<file path="config.mk">
export PLATFORM = sky130hd
export DESIGN_NAME = sm_result_packer_flat
export DESIGN_NICKNAME = d
export VERILOG_FILES = /design/src/rtl/sm_result_packer_if.sv /design/src/rtl/sm_result_packer.sv /design/src/flat_wrapper.sv
export SDC_FILE = /design/constraint.sdc
export NUM_CORES = 1
export LEC_CHECK = 0
export CAP_MARGIN = 20
export CELL_PAD_IN_SITES_DETAIL_PLACEMENT = 1
export CELL_PAD_IN_SITES_GLOBAL_PLACEMENT = 2
export CORE_MARGIN = 8
export CORE_UTILIZATION = 27
export DETAILED_ROUTE_END_ITERATION = 6
export GPL_TIMING_DRIVEN = 1
export MAX_ROUTING_LAYER = met4
export PLACE_DENSITY = 0.84
export SLEW_MARGIN = 5
export SYNTH_ARGS = -nofsm -noshare
export SYNTH_HDL_FRONTEND = slang
export SYNTH_SLANG_ARGS = --single-unit
</file>
<file path="constraint.sdc">
create_clock -name clk -period 2.49 [get_ports clk]
set_clock_uncertainty 0.1 [all_clocks]
set_input_delay 0.747 -clock clk [delete_from_list [all_inputs] [get_ports clk]]
set_output_delay 0.747 -clock clk [all_outputs]
set_load 0.005 [all_outputs]
</file>
<file path="src/rtl/sm_result_packer_if.sv">
// Handshake bundles on either side of the result packer.
// sm_sum_if: adder -> packer (two's-complement sum, carry, negation count).
// sm_res_if: packer -> consumer (sign-magnitude result plus overflow flag).

interface sm_sum_if;
  logic        in_valid;
  logic        in_ready;
  logic [31:0] sum;
  logic        cout;
  logic [1:0]  neg_cnt;

  // Producer side (the adder)
  modport master (output in_valid, sum, cout, neg_cnt, input in_ready);
  // Consumer side (the packer)
  modport slave  (input in_valid, sum, cout, neg_cnt, output in_ready);
endinterface

interface sm_res_if;
  logic        out_valid;
  logic        out_ready;
  logic [32:0] res;
  logic        res_ovf;

  // Producer side (the packer)
  modport master (output out_valid, res, res_ovf, input out_ready);
  // Consumer side (the result sink)
  modport slave  (input out_valid, res, res_ovf, output out_ready);
endinterface

</file>
<file path="src/rtl/sm_result_packer.sv">
// Converts adder sum+carry back to 33-bit sign-magnitude, saturating on overflow.
// Latency 2 cycles from input transfer to out_valid; 1 result/cycle throughput.
// Backpressure: out_ready stalls stage 2, then stage 1; in_ready drops with 2 results in flight.

module sm_result_packer #(
  parameter int CNT_W = 16
) (
  input  logic             clk,
  input  logic             rst_n,
  sm_sum_if.slave          in_if,
  sm_res_if.master         out_if,
  input  logic             ovf_clr,
  output logic [CNT_W-1:0] ovf_cnt
);

  // Stage 1: signed 35-bit sum
  logic        s1_valid_q, s1_valid_d;
  logic [34:0] s1_s_q, s1_s_d;

  // Stage 2: packed sign-magnitude result
  logic        out_valid_q, out_valid_d;
  logic [32:0] res_q, res_d;
  logic        res_ovf_q, res_ovf_d;

  // Overflow event counter
  logic [CNT_W-1:0] ovf_cnt_q, ovf_cnt_d;

  // Handshake and datapath intermediates
  logic        s2_adv;
  logic        in_fire;
  logic        out_fire;
  logic [1:0]  neg_eff;
  logic [34:0] s_in;
  logic        s_neg;
  logic [34:0] s_abs;
  logic        mag_ovf;
  logic [31:0] mag_sat;

  // Pipeline advance conditions; in_ready depends on out_ready but never on in_valid
  always_comb begin
    s2_adv   = !out_valid_q || out_if.out_ready;
    in_fire  = in_if.in_valid && (!s1_valid_q || s2_adv);
    out_fire = out_valid_q && out_if.out_ready;
  end

  assign in_if.in_ready = !s1_valid_q || s2_adv;

  // Stage 1 arithmetic: {cout,sum} minus one 2^32 per negated operand; code 3 behaves as 2
  always_comb begin
    neg_eff = (in_if.neg_cnt == 2'd3) ? 2'd2 : in_if.neg_cnt;
    s_in    = {2'b00, in_if.cout, in_if.sum} - {1'b0, neg_eff, 32'h0000_0000};
  end

  // Stage 2 arithmetic: absolute value and saturation; zero is never negative since S[34]=0
  always_comb begin
    s_neg   = s1_s_q[34];
    s_abs   = s_neg ? (35'd0 - s1_s_q) : s1_s_q;
    mag_ovf = |s_abs[34:32];
    mag_sat = mag_ovf ? 32'hFFFF_FFFF : s_abs[31:0];
  end

  // Next-state for both pipeline stages; stage 2 holds while stalled by the consumer
  always_comb begin
    s1_valid_d  = in_fire || (s1_valid_q && !s2_adv);
    s1_s_d      = in_fire ? s_in : s1_s_q;
    out_valid_d = out_valid_q;
    res_d       = res_q;
    res_ovf_d   = res_ovf_q;
    if (s2_adv) begin
      out_valid_d = s1_valid_q;
      if (s1_valid_q) begin
        res_d     = {s_neg, mag_sat};
        res_ovf_d = mag_ovf;
      end
    end
  end

  // Saturating counter of delivered overflowed results; clear has priority
  always_comb begin
    ovf_cnt_d = ovf_cnt_q;
    if (ovf_clr) begin
      ovf_cnt_d = '0;
    end else if (out_fire && res_ovf_q && !(&ovf_cnt_q)) begin
      ovf_cnt_d = ovf_cnt_q + CNT_W'(1);
    end
  end

  // State registers with synchronous reset; in-flight data is discarded on reset
  always_ff @(posedge clk) begin
    if (!rst_n) begin
      s1_valid_q  <= 1'b0;
      s1_s_q      <= '0;
      out_valid_q <= 1'b0;
      res_q       <= '0;
      res_ovf_q   <= 1'b0;
      ovf_cnt_q   <= '0;
    end else begin
      s1_valid_q  <= s1_valid_d;
      s1_s_q      <= s1_s_d;
      out_valid_q <= out_valid_d;
      res_q       <= res_d;
      res_ovf_q   <= res_ovf_d;
      ovf_cnt_q   <= ovf_cnt_d;
    end
  end

  assign out_if.out_valid = out_valid_q;
  assign out_if.res       = res_q;
  assign out_if.res_ovf   = res_ovf_q;
  assign ovf_cnt          = ovf_cnt_q;

endmodule

</file>
<file path="src/flat_wrapper.sv">
// flat-port wrapper written by rule: the top's interface ports become plain ports
module sm_result_packer_flat 
#(
  parameter int CNT_W = 16
)
  (clk, rst_n, ovf_clr, ovf_cnt, in_if_in_valid, in_if_sum, in_if_cout, in_if_neg_cnt, in_if_in_ready, out_if_out_valid, out_if_res, out_if_res_ovf, out_if_out_ready);
  sm_sum_if in_if_i ();
  sm_res_if out_if_i ();
  input  logic clk;
  input  logic rst_n;
  input  logic ovf_clr;
  output logic [CNT_W-1:0] ovf_cnt;
  input wire logic [$bits(in_if_i.in_valid)-1:0] in_if_in_valid;
  input wire logic [$bits(in_if_i.sum)-1:0] in_if_sum;
  input wire logic [$bits(in_if_i.cout)-1:0] in_if_cout;
  input wire logic [$bits(in_if_i.neg_cnt)-1:0] in_if_neg_cnt;
  output wire logic [$bits(in_if_i.in_ready)-1:0] in_if_in_ready;
  output wire logic [$bits(out_if_i.out_valid)-1:0] out_if_out_valid;
  output wire logic [$bits(out_if_i.res)-1:0] out_if_res;
  output wire logic [$bits(out_if_i.res_ovf)-1:0] out_if_res_ovf;
  input wire logic [$bits(out_if_i.out_ready)-1:0] out_if_out_ready;
  assign in_if_i.in_valid = in_if_in_valid;
  assign in_if_i.sum = in_if_sum;
  assign in_if_i.cout = in_if_cout;
  assign in_if_i.neg_cnt = in_if_neg_cnt;
  assign in_if_in_ready = in_if_i.in_ready;
  assign out_if_out_valid = out_if_i.out_valid;
  assign out_if_res = out_if_i.res;
  assign out_if_res_ovf = out_if_i.res_ovf;
  assign out_if_i.out_ready = out_if_out_ready;
  sm_result_packer #(.CNT_W(CNT_W)) u_core (.clk(clk), .rst_n(rst_n), .in_if(in_if_i), .out_if(out_if_i), .ovf_clr(ovf_clr), .ovf_cnt(ovf_cnt));
endmodule
</file>
**Yosys cells after proc, flatten, opt, wreduce, memory -nomap -nowiden**

Index checks and enable logic that the tools add are counted.

- Bits in registers: 87
- Bits in latches: 0
- RAM bits: 0
- Memory bits (read-only): 0
- Bits of input ports: 40
- Word-level logic and storage cells: 30
- Memories kept: 0

- Add/subtract/negate cells: 3
- $mul: 0
- Divide/modulo/power cells: 0
- Order comparisons: 0
- Equal/unequal tests: 1
- Shift operators: 0
- Mux-type cells: 3
- Bitwise operators: 1
- Reductions and logical operators: 16

Operator list:

| kind | count |
|---|---|
| 35-bit 2-to-1 mux | 1 |
| 1-bit by 35-bit subtractor with 35-bit output (first input constant) | 1 |
| 33-bit by 34-bit subtractor with 35-bit output | 1 |
| 32-bit 2-to-1 mux | 1 |
| 16-bit by 1-bit adder with 16-bit output (second input constant) | 1 |
| 16-bit AND reduction | 1 |
| 1-bit logical AND | 5 |
| 1-bit logical NOT | 4 |
| 1-bit logical OR | 3 |
| 3-bit OR reduction | 1 |
| 2-bit == test (second input constant) | 1 |
| 2-bit 2-to-1 mux | 1 |
| 2-bit AND reduction | 1 |
| 2-bit OR reduction | 1 |
| 1-bit inverter | 1 |

**Logic depth before layout (Yosys ltp)**

Gate-level depths: netlist (run 1).

- Word-level depth: 5
- Depth in mapped cells: 8
- Depth with buffers taken out: 7

**Least setup slack after synthesis (run 1)**

No wires, ideal clock.

- Path type: register to register
- From: register u_core.s1_s_q[24]
- To: register u_core.res_q[1], in the netlist u_core.out_if.res[1]
- Setup time: 0.124 ns
- Data arrival time: 2.193 ns
- Slack: 0.072 ns
- Cell stages (with the launch flop): 7
- Buffers on the path: 1
- Path through: dfxtp_1 -> or4_4 -> or3_1 -> or3_4 -> o311ai_4 -> buf_6 -> a31oi_1

- Cells in the longest elaborated chain, start to end: 4

Ends and longest elaborated chain:

| element | RTL line | source |
|---|---|---|
| start: declaration | sm_result_packer.sv:18 | `logic [34:0] s1_s_q, s1_s_d;` |
| start signal: assignment | sm_result_packer.sv:99 | `s1_s_q <= s1_s_d;` |
| 1-bit by 35-bit subtractor with 35-bit output | sm_result_packer.sv:57 | `s_abs = s_neg ? (35'd0 - s1_s_q) : s1_s_q;` |
| 35-bit 2-to-1 mux | sm_result_packer.sv:57 |  |
| 3-bit OR reduction | sm_result_packer.sv:58 | `mag_ovf = \|s_abs[34:32];` |
| 32-bit 2-to-1 mux | sm_result_packer.sv:59 | `mag_sat = mag_ovf ? 32'hFFFF_FFFF : s_abs[31:0];` |
| end signal: assignment | sm_result_packer.sv:101 | `res_q <= res_d;` |
| end: declaration | sm_result_packer.sv:22 | `logic [32:0] res_q, res_d;` |

Every way passes these cells.
A chain may end at the register's enable or synchronous reset.

**Worst setup path after layout (run 1)**

- From: register u_core.s1_s_q[24]
- To: register u_core.res_q[0], in the netlist u_core.out_if.res[0]

The elaborated chain is that of the path after synthesis.

==> key figures, run 1 <==
Setup path
  – CP Capture Type: flop
  – Crit path to: u_core.out_if.res[0]$_SDFFE_PN0P_
  – Critical Setup Path Class: flop to flop
  – Arr. time, crit path: 2.55 ns
  – Worst R2R Path Depth: 6
  – Origin of the critical flop-to-flop path: u_core.s1_s_q[24]$_SDFFE_PN0P_
  – CP Max Fanout: 18
  – Critical Path Start: u_core.s1_s_q[24]$_SDFFE_PN0P_
  – End of the worst register-to-register path: u_core.out_if.res[0]$_SDFFE_PN0P_
  – Worst setup SP type: flop
  – WP data required: 2.61 ns
  – R2r setup slk: 0.05 ns

Yosys
  – Syn Nets: 535
  – Synth Instances: 491
  – Syn Std Cell Area: 0.00413 mm^2
  – Dominant cell type by area after synthesis: dfxtp_1
  – Cell variety after synth: 44
  – Yosys reg bits: 87
  – Post-synth top area share: 42.2%
  – Yosys warning count: 0
  – Sequential area share after synthesis: 42.2%
  – Largest cells by area after synthesis: dfxtp_1, nand2_1, xor2_1
  – Mean Syn Cell Area: 8.41 um^2

Final layout
  – Finished Layout Cells: 790
  – Share of layout cells above drive strength 1: 13.1%
  – Most frequent cells in the layout: nand2_1, clkdlybuf4s50_1, dfxtp_1
  – Fill cells: 1745
  – Area grow syn2layout: 41.5%
  – NumNets Final: 643
  – Number of diodes: 0

Placed design
  – Placed cell count: 775
  – PortBufs: 91
  – Dpl hpwl: 9.71 mm
  – GPL Wtd Cong: 0.841

Power and ir drop
  – Worst VDD drop: 0.336 mV
  – Leakage: 2.15 nW
  – PD cells: 602 mW/mm^2

Global routing
  – GR Overflow Total: 0
  – Total GRT Usage: 14.5%
  – Largest net degree at the start of global routing: 73
  – Number of global-route vias before repair: 4443
  – Initial antenna violation count: 0
  – First-pass GRT wire length: 22.3 mm

Worst hold path
  – Hold Path Depth: 2
  – Hold WC Path Type: flop to flop

Flow run
  – Max cap viols: 0

STA
  – Final Hold Viols: 0
  – Max-slew headroom: 50.5%
  – Crit share post-route: 97.9%
  – Count of pins over their slew limit: 0
  – TNS Setup: 0 ns
  – Fmax: 0.410 GHz
  – Crit path time final: 2.44 ns
  – Final setup violation count: 0
  – Slew @ Worst Pin: 0.734 ns
  – RSZ-0062 raised after global routing: yes

Routing
  – DRC: 0
  – Detailed Route WL: 13.6 mm
  – Final ANT Viol Nets: 0
  – 1st-pass router iterations: 4
  – DR WL/cell: 17.3 um
  – Vias per cell: 5.12
  – DR iter-0 viols: 218
  – Via count: 4043

Run status
  – Status: finished clean

Clock tree
  – Clock slew at reported path FFs: 0.06 ns
  – Max clock buf depth: 2
  – Setup bufs post-CTS: 0
  – Root Buffer: clkbuf_16
  – Clock tree sinks: 87
  – CTS H-tree lvls: 3
  – CTS buffer count: 9
  – TritonCTS clock tree: yes
  – Clk_lat worst skew: 0.34 ns
  – Number of hold buffers added after cts: 0

Floorplanning
  – Rows: 45
  – Die area: 0.0195 mm^2
  – Die X: 140 um
  – I/O pin total: 92
  – Die height: 140 um
  – Core ar.: 0.0151 mm^2
  – Initial core utilization: 27.4%
logic make-up (layout without fill, tap and decap cells):
family | Yosys count | after routing | synth area share [%]
AND/OR/NAND/NOR | 172 | 172 | 20.3
AO/OA/AOI/OAI | 150 | 150 | 23.9
flip-flops | 87 | 87 | 42.2
buffers and inverters | 40 | 151 | 4.27
XOR/XNOR | 35 | 35 | 7.42
adder cells (fa/ha/maj) | 4 | 4 | 1.21
multiplexers | 3 | 3 | 0.727
worst max-delay path, stage by stage (launching register included):
cell      delay (ns)
dfxtp_1         0.31
or4_4           0.55
or3_4           0.39
or3_4           0.34
o311ai_4        0.27
buf_6           0.23
a31oi_2         0.11
cell usage after synthesis, drive strengths merged:
cell type	number
o31a	1
xor2	31
o31ai	8
nand2	89
or3	10
o211ai	3
mux2i	3
a22oi	1
clkbuf	25
a31oi	32
and3	1
nand4	4
nor2	11
nor2b	8
o21ai	48
nand3b	1
nand3	11
ha	4
and2	2
a21oi	8
inv	8
nor4	6
o311ai	1
o211a	2
nand2b	5
xnor2	4
or2	5
nor3	7
o21a	1
nor3b	2
and4b	1
nand4b	2
or4b	1
o41ai	11
dfxtp	87
buf	7
a21boi	33
and4	2
or4	4
o2111ai	1
where the power goes:
| part | switching, W | internal (W) | total, W |
|---|---|---|---|
| Sequential | 0.0000704 | 0.00147 | 0.00154 |
| Clock | 0.000552 | 0.000765 | 0.00132 |
| Combinational | 0.000326 | 0.000333 | 0.000659 |
layer usage:
layer	global-route usage, %	up-vias	share of wire, %
met3	3.21	22	3.1
li1	-	1971	-
met5	-	-	0
met2	24.9	72	50
met1	15.8	1978	44
met4	6.63	0	2.2
final cells by class:
type	count	area, um^2	share of cell area [%]
multi-input cells	364	2310	39.6
flip-flops and latches	87	1740	29.8
repair buffers	129	1250	21.3
well taps	188	235	4.02
clock buffers	10	229	3.92
clock inverters	4	48.8	0.835
inverters	8	30.0	0.514
registers in the layout, summed over array words and instances, names as in the netlist:
signal	cells
u_core.out_if.out_valid	1
u_core.out_if.res	33
u_core.out_if.res_ovf	1
u_core.ovf_cnt	16
u_core.s1_s_q	35
u_core.s1_valid_q	1
timing repair:
action,4_1_cts,5_1_grt
endpoints found under the setup margin,40,34
pin swaps,1,0
gates cloned,1,0
resized for setup,14,15
how the worst min path moves through the flow:
stage | startpoint | endpoint | slack (ns)
6_report | u_core.s1_s_q[27]$_SDFFE_PN0P_ | u_core.s1_s_q[27]$_SDFFE_PN0P_ | 0.41
5_1_grt | u_core.out_if.res[32]$_SDFFE_PN0P_ | u_core.out_if.res[32]$_SDFFE_PN0P_ | 0.43
4_1_cts | u_core.s1_s_q[27]$_SDFFE_PN0P_ | u_core.s1_s_q[27]$_SDFFE_PN0P_ | 0.41
3_5_place_dp | u_core.s1_s_q[27]$_SDFFE_PN0P_ | u_core.s1_s_q[27]$_SDFFE_PN0P_ | 0.40
3_3_place_gp | u_core.ovf_cnt[9]$_SDFFE_PP0P_ | u_core.ovf_cnt[9]$_SDFFE_PP0P_ | 0.38
2_1_floorplan | u_core.s1_s_q[31]$_SDFFE_PN0P_ | u_core.s1_s_q[31]$_SDFFE_PN0P_ | 0.36
stage by stage:
step | total power (W) | cell area, um^2 | util, % | hold slack [ns] | worst slack [ns]
after floorplan | 0.00187 | 4130 | - | 0.363 | 0.0722
after global placement | 0.00218 | 5440 | 36.1 | 0.379 | -0.290
after detailed placement | 0.00220 | 5440 | 36.1 | 0.402 | -0.412
after CTS | 0.00355 | 5760 | 38.2 | 0.414 | 0.0132
after global routing | 0.00368 | 5840 | 38.7 | 0.432 | -0.0153
final | 0.00352 | 5840 | 38.7 | 0.412 | 0.0519
No activity file was read; power rests on OpenSTA's default activity.
==> inputs of run 2 (changes only) <==
--- a/config.mk
+++ b/config.mk
@@ -5,15 +5,18 @@
 export SDC_FILE = /design/constraint.sdc
 export NUM_CORES = 1
 export LEC_CHECK = 0
+export ABC_CLOCK_PERIOD_IN_PS = 2490
 export CAP_MARGIN = 20
 export CELL_PAD_IN_SITES_DETAIL_PLACEMENT = 1
 export CELL_PAD_IN_SITES_GLOBAL_PLACEMENT = 2
 export CORE_MARGIN = 8
-export CORE_UTILIZATION = 27
+export CORE_UTILIZATION = 33
 export DETAILED_ROUTE_END_ITERATION = 6
+export DONT_BUFFER_PORTS = 1
 export GPL_TIMING_DRIVEN = 1
+export HOLD_SLACK_MARGIN = 0.05
 export MAX_ROUTING_LAYER = met4
-export PLACE_DENSITY = 0.84
+export PLACE_DENSITY = 0.82
 export SLEW_MARGIN = 5
 export SYNTH_ARGS = -nofsm -noshare
 export SYNTH_HDL_FRONTEND = slang
==> run 2 against run 1 <==
Net effect:
- the run now ends with setup timing left
- setup slack got worse by 0.061 ns
- core utilization is 0.84 points higher
- total power down 5.4%
- final area fell by 16%
- maximum frequency fell by 2.4%
- critical endpoint is now u_core.out_if.res[21]$_SDFFE_PN0P_
- largest cell class unchanged
- highest routed layer unchanged
==> key figures, run 2 (same netlist as run 1, synthesis figures left out) <==
Clock tree
  – Clk_lat worst skew: 0.34 ns
  – Max clock buf depth: 2
  – CTS buffer count: 9
  – CTS H-tree lvls: 3
  – Root Buffer: clkbuf_16
  – Clock tree sinks: 87
  – Clock slew at reported path FFs: 0.06 ns
  – TritonCTS clock tree: yes

STA
  – Crit share post-route: 100%
  – Final Hold Viols: 0
  – Max-slew headroom: 68.8%
  – Count of pins over their slew limit: 0
  – Slew @ Worst Pin: 0.463 ns
  – Final worst-path setup slack: -0.00871 ns
  – Crit path time final: 2.50 ns
  – Hold WS: 0.396 ns
  – RSZ-0062 raised after global routing: yes
  – Fmax: 0.400 GHz
  – Final setup violation count: 1

Routing
  – DR WL/cell: 17.9 um
  – Vias per cell: 5.25
  – Detailed Route WL: 12.4 mm
  – Via count: 3653
  – DR iter-0 viols: 218
  – DRC: 0
  – Final ANT Viol Nets: 0
  – 1st-pass router iterations: 4

Floorplanning
  – Rows: 41
  – Die area: 0.0163 mm^2
  – Core ar.: 0.0124 mm^2
  – Die X: 128 um
  – Die height: 128 um
  – Initial core utilization: 33.3%
  – I/O pin total: 92

Final layout
  – Final Util: 39.6%
  – Largest reg by FF count: u_core.s1_s_q
  – Share of layout cells above drive strength 1: 14.9%
  – Most frequent cells in the layout: nand2_1, dfxtp_1, o21ai_0
  – Finished Layout Cells: 696
  – Number of diodes: 0
  – Area grow syn2layout: 19.0%
  – Most common library cell in the layout ignoring fill and taps: nand2_1
  – Max reg flops: 35
  – NumNets Final: 564

Setup path
  – Worst setup SP type: flop
  – CP Buf/Inv Count: 2
  – Arr. time, crit path: 2.62 ns
  – Critical Setup Path Class: flop to flop
  – CP cell instances: or4_4, or3_4, or3_4, o311ai_4, buf_4, buf_6, a31oi_1
  – CP Capture Type: flop
  – Slowest stage delay, CP: 0.53 ns
  – Most common cell on crit path: or3_4
  – Critical path's slowest cell: or4_4
  – R2r setup slk: -0.009 ns
  – CP Max Fanout: 7
  – Cell class contributing the biggest share of worst-path delay: simple AND/OR/NAND/NOR gates
  – WP data required: 2.61 ns

Global routing
  – First-pass GRT wire length: 19.9 mm
  – Largest net degree at the start of global routing: 74
  – Grt met1 use: 17.4%
  – Met2 Usage GRT: 26.6%
  – GR Overflow Total: 0
  – GRT busiest layer: met2
  – Number of global-route vias before repair: 3825
  – Initial antenna violation count: 0
  – Total GRT Usage: 15.8%
  – Met3 GRT Util: 5.16%

Power and ir drop
  – Leakage: 1.83 nW
  – Switching pwr: 0.000879 W
  – Power share of the combinational group: 14.8%
  – Worst VDD drop: 0.422 mV
  – Internal Power: 0.00245 W
  – Clock share of power: 38.6%
  – PD cells: 677 mW/mm^2
  – Switching portion of total power: 26.4%
  – Seq pwr share: 46.6%

Placed design
  – GPL Wtd Cong: 0.802
  – Worst slack, placed: 0.0223 ns
  – PortBufs: 0
  – Placed cell count: 675
  – Dpl hpwl: 8.99 mm

Flow run
  – Max cap viols: 0

Worst hold path
  – Hold WC Path Type: flop to flop

Run status
  – Violated checks: setup timing
  – Status: complete, but fails checks
==> run 2: cell types whose count changed in the layout (fill, tap and decap cells not counted), sizes merged <==
cell           previous run  this run
buf                      40        50
bufinv                    1         0
clkbuf                   10        15
clkdlybuf4s50            89         0
clkinv                    3         0
==> run 2: power groups by stage <==
stage,Clock (W),Combinational (W),Sequential (W)
2_1_floorplan,0,0.000316,0.00156
3_3_place_gp,0,0.000451,0.00158
3_5_place_dp,0,0.000461,0.00158
4_1_cts,0.00132,0.000465,0.00155
5_1_grt,0.00139,0.000549,0.00156
6_report,0.00128,0.000493,0.00155
==> run 2: final timing paths <==
kind,from,endpoint,cells past startpoint
min,u_core.s1_s_q[31]$_SDFFE_PN0P_,u_core.s1_s_q[31]$_SDFFE_PN0P_,2
max reg2reg,u_core.s1_s_q[28]$_SDFFE_PN0P_,u_core.out_if.res[21]$_SDFFE_PN0P_,7
max,u_core.s1_s_q[28]$_SDFFE_PN0P_,u_core.out_if.res[21]$_SDFFE_PN0P_,7
min reg2reg,u_core.s1_s_q[31]$_SDFFE_PN0P_,u_core.s1_s_q[31]$_SDFFE_PN0P_,2
==> run 2: routing by layer <==
metal	part of all wire, %	vias up
met5	0	-
met4	1.2	0
met3	6.8	12
met2	50	77
met1	42	1747
li1	-	1817
==> run 2: layout make-up <==
class | count | area (um^2)
clock buffer | 15 | 278
inverter | 8 | 30.0
sequential | 87 | 1740
tap | 172 | 215
fill | 1486 | 7500
multi-input combinational | 364 | 2250
timing repair buffer | 50 | 400
==> run 2: repair_timing <==
| action | in CTS | in global routing |
|---|---|---|
| setup endpoints to repair | 27 | 33 |
| gates cloned | 0 | 2 |
| setup buffers | 0 | 4 |
| endpoints found under the hold margin | 0 | 0 |
| hold buffers | 0 | 0 |
| resized for setup | 0 | 13 |
| pin swaps | 0 | 2 |
==> run 2: worst min-delay path: stages (launching register included) <==
cell and delay [ns]:
dfxtp_1 0.33, nand2_1 0.06, a21boi_0 0.06
==> run 2: per-stage QoR <==
stage               power, W  area, um^2  setup TNS (ns)
detailed placement   0.00204        4540               0
floorplan            0.00187        4130               0
global placement     0.00203        4540               0
global route         0.00350        4910           -1.42
finish               0.00333        4910        -0.00871
CTS                  0.00334        4820          -0.310
